==> config.mk <==
export PLATFORM = sky130hd
export DESIGN_NAME = omsp_hmac_msg_port
export DESIGN_NICKNAME = d
export VERILOG_FILES = /design/src/rtl/omsp_hmac_msg_port.sv
export SDC_FILE = /design/constraint.sdc
export NUM_CORES = 1
export LEC_CHECK = 0
export ABC_CLOCK_PERIOD_IN_PS = 5700
export CORE_ASPECT_RATIO = 1.2
export CORE_MARGIN = 2
export CORE_UTILIZATION = 45
export CTS_CLUSTER_SIZE = 14
export DETAILED_ROUTE_END_ITERATION = 12
export PLACE_DENSITY = 0.7
export SYNTH_ARGS = -nofsm -noshare
export SYNTH_HDL_FRONTEND = slang
export SYNTH_SLANG_ARGS = --single-unit
==> constraint.sdc <==
create_clock -name clk -period 5.7 [get_ports clk]
set_input_delay 1.14 -clock clk [delete_from_list [all_inputs] [get_ports clk]]
set_output_delay 1.14 -clock clk [all_outputs]
set_load 0.02 [all_outputs]
==> src/rtl/omsp_hmac_msg_port.sv <==
// Message-side responder for the HMAC control FSM: packs bytes into big-endian words, frames and pads
// SHA-256 blocks, and serves the digest back as halfwords. One byte per cycle; busy holds off control.
module omsp_hmac_msg_port #(
  parameter int LEN_W = 16
) (
  input  logic        clk,
  input  logic        reset,
  input  logic        hmac_reset,
  input  logic        start_continue,
  input  logic        data_available,
  input  logic        data_is_long,
  input  logic [15:0] data_in,
  output logic        busy,
  output logic [15:0] data_out,
  output logic        core_wr,
  output logic [3:0]  core_addr,
  output logic [31:0] core_wdata,
  output logic        core_start,
  input  logic        core_busy,
  output logic [2:0]  core_digest_sel,
  input  logic [31:0] core_digest
);

  typedef enum logic [2:0] {
    IDLE, ABSORB_HI, ABSORB_LO, BLK_WAIT, PAD, LEN, FIN_WAIT
  } state_t;

  state_t            state_q, ret_q;
  logic [LEN_W-1:0]  byte_cnt_q, msg_len_q, cnt_d;
  logic [31:0]       acc_q, acc_d;
  logic [15:0]       data_q;
  logic [3:0]        out_idx_q;
  logic              finalized_q, pad_first_q;
  logic [2:0]        len_idx_q;
  logic [1:0]        ph_q;
  logic              core_wr_q, core_start_q;
  logic [3:0]        core_addr_q;
  logic [31:0]       core_wdata_q;
  logic [63:0]       len_bits;
  logic [7:0]        emit_byte;
  logic              emit, word_done, blk_done;

  // Bit length is frozen at the start of padding; only the byte count is carried, upper bits zero.
  assign len_bits = {{(61-LEN_W){1'b0}}, msg_len_q, 3'b000};

  always_comb begin
    emit_byte = 8'h00;
    emit      = 1'b0;
    case (state_q)
      ABSORB_HI: begin emit = 1'b1; emit_byte = data_q[15:8]; end
      ABSORB_LO: begin emit = 1'b1; emit_byte = data_q[7:0]; end
      PAD:       begin emit = 1'b1; emit_byte = pad_first_q ? 8'h80 : 8'h00; end
      LEN:       begin emit = 1'b1; emit_byte = len_bits[{~len_idx_q, 3'b000} +: 8]; end
      default:   begin emit = 1'b0; emit_byte = 8'h00; end
    endcase
    acc_d     = {acc_q[23:0], emit_byte};
    cnt_d     = byte_cnt_q + {{(LEN_W-1){1'b0}}, 1'b1};
    word_done = (cnt_d[1:0] == 2'd0);
    blk_done  = (cnt_d[5:0] == 6'd0);
  end

  always_ff @(posedge clk or posedge reset) begin
    if (reset) begin
      state_q <= IDLE; ret_q <= IDLE; byte_cnt_q <= '0; msg_len_q <= '0;
      acc_q <= '0; data_q <= '0; out_idx_q <= '0; finalized_q <= 1'b0;
      pad_first_q <= 1'b0; len_idx_q <= '0; ph_q <= '0;
      core_wr_q <= 1'b0; core_start_q <= 1'b0; core_addr_q <= '0; core_wdata_q <= '0;
    end else if (hmac_reset) begin
      state_q <= IDLE; ret_q <= IDLE; byte_cnt_q <= '0; msg_len_q <= '0;
      acc_q <= '0; data_q <= '0; out_idx_q <= '0; finalized_q <= 1'b0;
      pad_first_q <= 1'b0; len_idx_q <= '0; ph_q <= '0;
      core_wr_q <= 1'b0; core_start_q <= 1'b0; core_addr_q <= '0; core_wdata_q <= '0;
    end else begin
      core_wr_q    <= 1'b0;
      core_start_q <= 1'b0;
      if (emit) begin
        acc_q      <= acc_d;
        byte_cnt_q <= cnt_d;
        if (word_done) begin
          core_wr_q    <= 1'b1;
          core_addr_q  <= byte_cnt_q[5:2];
          core_wdata_q <= acc_d;
        end
      end
      case (state_q)
        IDLE: begin
          if (start_continue) begin
            if (!finalized_q && data_available) begin
              data_q  <= data_in;
              state_q <= data_is_long ? ABSORB_HI : ABSORB_LO;
            end else if (!finalized_q) begin
              state_q     <= PAD;
              msg_len_q   <= byte_cnt_q;
              pad_first_q <= 1'b1;
            end else if (!data_available && out_idx_q != 4'd15) begin
              out_idx_q <= out_idx_q + 4'd1;
            end
          end
        end
        ABSORB_HI: begin
          if (blk_done) begin
            state_q <= BLK_WAIT; ret_q <= ABSORB_LO; ph_q <= 2'd0;
          end else begin
            state_q <= ABSORB_LO;
          end
        end
        ABSORB_LO: begin
          if (blk_done) begin
            state_q <= BLK_WAIT; ret_q <= IDLE; ph_q <= 2'd0;
          end else begin
            state_q <= IDLE;
          end
        end
        PAD: begin
          pad_first_q <= 1'b0;
          if (blk_done) begin
            state_q <= BLK_WAIT; ret_q <= PAD; ph_q <= 2'd0;
          end else if (cnt_d[5:0] == 6'd56) begin
            state_q <= LEN; len_idx_q <= 3'd0;
          end
        end
        LEN: begin
          len_idx_q <= len_idx_q + 3'd1;
          if (blk_done) begin
            state_q <= FIN_WAIT; ph_q <= 2'd0;
          end
        end
        BLK_WAIT, FIN_WAIT: begin
          // Start follows the final word write by one cycle, then allow a cycle for core_busy to rise.
          case (ph_q)
            2'd0:    begin core_start_q <= 1'b1; ph_q <= 2'd1; end
            2'd1:    ph_q <= 2'd2;
            default: begin
              if (!core_busy) begin
                if (state_q == FIN_WAIT) begin
                  state_q     <= IDLE;
                  finalized_q <= 1'b1;
                  out_idx_q   <= 4'd0;
                end else begin
                  state_q <= ret_q;
                end
              end
            end
          endcase
        end
        default: state_q <= IDLE;
      endcase
    end
  end

  assign busy            = start_continue | (state_q != IDLE);
  assign core_wr         = core_wr_q;
  assign core_addr       = core_addr_q;
  assign core_wdata      = core_wdata_q;
  assign core_start      = core_start_q;
  assign core_digest_sel = out_idx_q[3:1];
  assign data_out        = out_idx_q[0] ? core_digest[15:0] : core_digest[31:16];

endmodule

# Word-level counts from Yosys, hierarchy flattened
# Cells that the tools add are included.
dict set report totals {
  register_bits 127
  inputBits 55
  out_inout_bits 58
  word_cells 161
}
dict set report op_classes {
  addsub 3
  n_eq_ne 31
  shifts 1
  n_mux 75
  n_bitwise 2
  reduce_logical 34
}
# op count
set ops {}
lappend ops {{$mux 16} 12}
lappend ops {{$mux 32} 3}
lappend ops {{$shiftx 64x7->8} 1}
lappend ops {{$mux 3} 17}
lappend ops {{$mux 24} 2}
lappend ops {{$mux 4} 11}
lappend ops {{$ne 3x3->1 const B} 14}
lappend ops {{$pmux 8 s4} 1}
lappend ops {{$pmux 3 s6} 1}
lappend ops {{$mux 1} 17}
lappend ops {{$add 16x1->16 const B} 1}
lappend ops {{$ne 4x4->1 const B} 4}
lappend ops {{$reduce_and 4->1} 4}
lappend ops {{$reduce_bool 3->1} 5}
lappend ops {{$reduce_bool 2->1} 7}
lappend ops {{$eq 3x3->1 const B} 3}
lappend ops {{$pmux 3 s3} 1}
lappend ops {{$reduce_and 3->1} 3}
lappend ops {{$mux 2} 4}
lappend ops {{$mux 8} 1}
lappend ops {{$pmux 2 s2} 2}
lappend ops {{$pmux 4 s2} 1}
lappend ops {{$reduce_and 8->1} 1}
lappend ops {{$eq 3x2->1 const B} 2}
lappend ops {{22 further kinds} 28}

# Logic depth before layout (Yosys ltp)
dict set report depth {
  word_depth 8
  depth_mapped 8
  mapped_depth_nobuf 6
}

# Worst setup path before layout
# Ideal clock, no wire load.
dict set report synth_timing {
  kind {input-to-output}
  start {input port core_digest[0]}
  end {output port data_out[0]}
  arrival_ns 1.445
  required_time_ns 4.560
  slack_ns 3.115
  stages 1
  n_path_buf 0
  path_cell_list {mux2_2}
}
dict set report synth_via {
  elab_chain_cells 1
}
# item line
set synth_lines {}
lappend synth_lines {{from (decl)} 21} ;# input logic [31:0] core_digest
lappend synth_lines {{$mux 16} 157} ;# assign data_out = out_idx_q[0] ? core_digest[15:0] : core_digest[31:16];
lappend synth_lines {{to (decl)} 14} ;# output logic [15:0] data_out,
# Every way passes these cells.

# Worst setup path in the final report
dict set report layout_timing {
  start {input port core_digest[18]}
  end {output port data_out[2]}
}
# Same word-level chain as after synthesis.

==> results.sh <==
export IMPL_outcome="completed"
export IMPL_die_w_um=110
export IMPL_start_util_pct=46.0
export IMPL_rr_startpoint="state_q[2]"
export IMPL_min_path_type="reg2reg"
export IMPL_cts_buffers=17
export IMPL_whs_endpoint="out_idx_q[3]"
export IMPL_drv_slew=0
export IMPL_post_route_period_util_pct=61.8
export IMPL_portBuffers=112
export IMPL_leakagePower_uw=0.00305
export IMPL_die_h_um=131
export IMPL_setup_worst_path_start="core_digest[18]"
export IMPL_crit_fanout=1
export IMPL_gp_congestion=0.875
export IMPL_ctsHtreeMaxLevel=4
export IMPL_cap_viol_max_count=0
export IMPL_clk_insertion_delay_late_ns=0.42
export IMPL_cts_clk_slew_worst_paths_ns=0.05
export IMPL_async_reset_ff_share_pct=100
export IMPL_core_mm2=0.0132
export IMPL_cp_arrival_ns=2.38
export IMPL_hpwl_um=10100
export IMPL_hold_viol_final=0
export IMPL_fin_nets=789
export IMPL_n_antenna_cell=0
export IMPL_area_growth_pct=27.9
export IMPL_synth_distinct_cells=53
export IMPL_syn_inst=646
export IMPL_ys_warn_count=0
export IMPL_synth_fp_nets=704
export IMPL_rrSetupSlack_ns=3.00
export IMPL_synthMuxAreaShare_pct=6.44
export IMPL_cts_setup_buffers=0
export IMPL_synth_most_common_cell="nand2_1"
export IMPL_wl_per_cell_um=16.2
export IMPL_cp_slowest_cell="clkdlybuf4s50_1"
export IMPL_drc=0
export IMPL_grt_max_degree=80
export IMPL_ctsHoldBuffers=0
export IMPL_crit_path_end_kind="primary output"
export IMPL_fmax_ghz=0.284
export IMPL_numClockSinks=126
export IMPL_reg2reg_depth=5
export IMPL_clockBufferDepth=2
export IMPL_slowest_delay_ns=0.54
export IMPL_grt_usage_pct=21.8
export IMPL_num_io_pins=113
export IMPL_r2r_end="byte_cnt_q[14]"
export IMPL_tightest_slew_ns=0.951
export IMPL_synthAdderAreaFrac_pct=0.619
export IMPL_grt_setup_unrepaired="no"
export IMPL_dr_total_vias=4965
export IMPL_post_drt_via_cell_ratio=5.44
export IMPL_synth_xor_area_share_pct=2.02
export IMPL_synth_common_cells="nand2_1 (148), dfrtp_1 (126), a21oi_1 (84)"
export IMPL_cts_tree="done"
export IMPL_pwr_density_cell_mw_per_mm2=334
export IMPL_setup_viol=0
export IMPL_grt_ovfl_total=0
export IMPL_setup_slack_ns=2.18
export IMPL_synth_top_area_share_pct=52.0
export IMPL_synth_top_family_by_area="simple AND/OR/NAND/NOR gates"
export IMPL_dieArea_mm2=0.0144
export IMPL_holdPathStages=1
export IMPL_final_layout_size_suffix_gt1_share_pct=9.54
export IMPL_hp_start="out_idx_q[3]"
export IMPL_synth_edf_count=0
export IMPL_yosys_top_cells_area="dfrtp_1 (52%), nand2_1 (9.2%), a21oi_1 (6.9%)"
export IMPL_initialDrtViolationCount=423
export IMPL_crit_top_cell="clkdlybuf4s50_1"
export IMPL_synth_compound_area_share_pct=15.3
export IMPL_yosysSeqAreaShare_pct=52.0
export IMPL_wl_um=14800
export IMPL_cts_resized=0
export IMPL_syn_avg_cell_area_um2=9.38
export IMPL_ys_seq_elements=126
export IMPL_irDropWorstVdd_v=0.000179
export IMPL_skew_ns=0.00782
export IMPL_tns_ns=0
export IMPL_synth_area_mm2=0.00606
export IMPL_grt_pass1_vias=5026
export IMPL_place_worst_setup_slack_ns=2.19
export IMPL_startpoint_type="primary input"
export IMPL_fin_crit_ns=3.52
export IMPL_row_count=46
export IMPL_worstPathRequired_ns=4.56
export IMPL_antenna_found_initial=0
export IMPL_synthSimpleGateAreaFrac_pct=18.9
export IMPL_cts_root_buffer="clkbuf_16"
export IMPL_path_cells="clkdlybuf4s50_1 > mux2_2 > clkdlybuf4s50_1"
export IMPL_ys_flop_type="dfrtp_1"
export IMPL_ant_nets=0
export IMPL_synth_area_leader_cell="dfrtp_1"
export IMPL_slew_headroom_pct=36.6
export IMPL_drtPass1Iterations=5
export IMPL_grt_pass1_wl_um=24900
export IMPL_path_class="in2out"
-- worst max-delay path, delay by kind of cell --
kind                   cells  cell delay [ns]
buffers and inverters      2             0.97
multiplexers               1             0.27
-- cell type report --
class,count,area [um2]
Multi-Input combinational cell,462,2630
Clock inverter,13,129
Tap cell,168,210
Fill cell,1185,5430
Inverter,9,36.3
Timing Repair Buffer,115,1140
Sequential cell,126,3150
Clock buffer,19,453
-- flip-flops by register name, summed over array words and instances, names as in the netlist --
register,cells
ph_q,2
len_idx_q,3
pad_first_q,1
core_addr,4
core_wr,1
finalized_q,1
state_q,3
msg_len_q,16
byte_cnt_q,16
out_idx_q,4
ret_q,2
acc_q,24
core_start,1
data_q,16
core_wdata,32
-- cell families after synthesis --
kind of cell / count (synthesis)
AOI/OAI and AO/OA: 149
xor gates and xnor gates: 14
adders and majority gates: 3
buffers and inverters: 58
DFF: 126
muxes: 37
and+or+nand+nor: 259
-- worst max-delay path by stage --
| stage | endpoint | slack, ns | cells past startpoint |
|---|---|---|---|
| floorplan | acc_q[0] | 1.20 | 1 |
| global placement | busy | 2.21 | 3 |
| detailed placement | data_out[0] | 2.19 | 3 |
| CTS | data_out[0] | 2.18 | 3 |
| global route | busy | 2.16 | 3 |
| finish | data_out[2] | 2.18 | 3 |
-- stage by stage --
stage	cells	util, %	total power (uW)	hold WS (ns)	area, um2
final	912	58.8	2590	0.502	7750
after detailed placement	880	54.4	1550	0.493	7170
after floorplan	646	-	1410	0.447	6060
after global routing	912	58.8	2710	0.527	7750
after global placement	880	54.4	1540	0.474	7170
after CTS	912	58.8	2610	0.504	7750
-- metal layers --
layer | track usage (%) | routed length [um]
met1 | 29.0 | 6330
met4 | 8.93 | 415
met5 | 0 | 0
met3 | 4.71 | 644
met2 | 34.3 | 7430
-- power by group --
| group | total, uW | internal, uW | switching, uW |
|---|---|---|---|
| sequential | 1010 | 935 | 79.3 |
| clock | 1050 | 632 | 419 |
| combinational | 522 | 178 | 343 |
| total | 2590 | 1750 | 842 |
-- layout by cell type, fill, tap and decap left out, types with 3 or more instances in the layout --
cell / count
dfrtp_1: 126
nor2b_1: 9
o21ai_0: 19
a22oi_1: 11
nor4_1: 6
nor3_1: 7
a211oi_2: 8
ha_1: 3
xor2_1: 3
inv_1: 8
o22a_1: 7
or3_1: 6
mux2i_1: 21
xnor2_1: 11
clkdlybuf4s50_1: 111
and3_1: 4
a31oi_1: 3
mux2_2: 16
inv_6: 6
nand3_1: 9
clkbuf_16: 17
a21oi_1: 84
and2_1: 3
nand2b_1: 6
nand2_1: 148
clkinv_4: 3
buf_4: 4
nor2_1: 46
No activity file was read; power rests on OpenSTA's default activity.
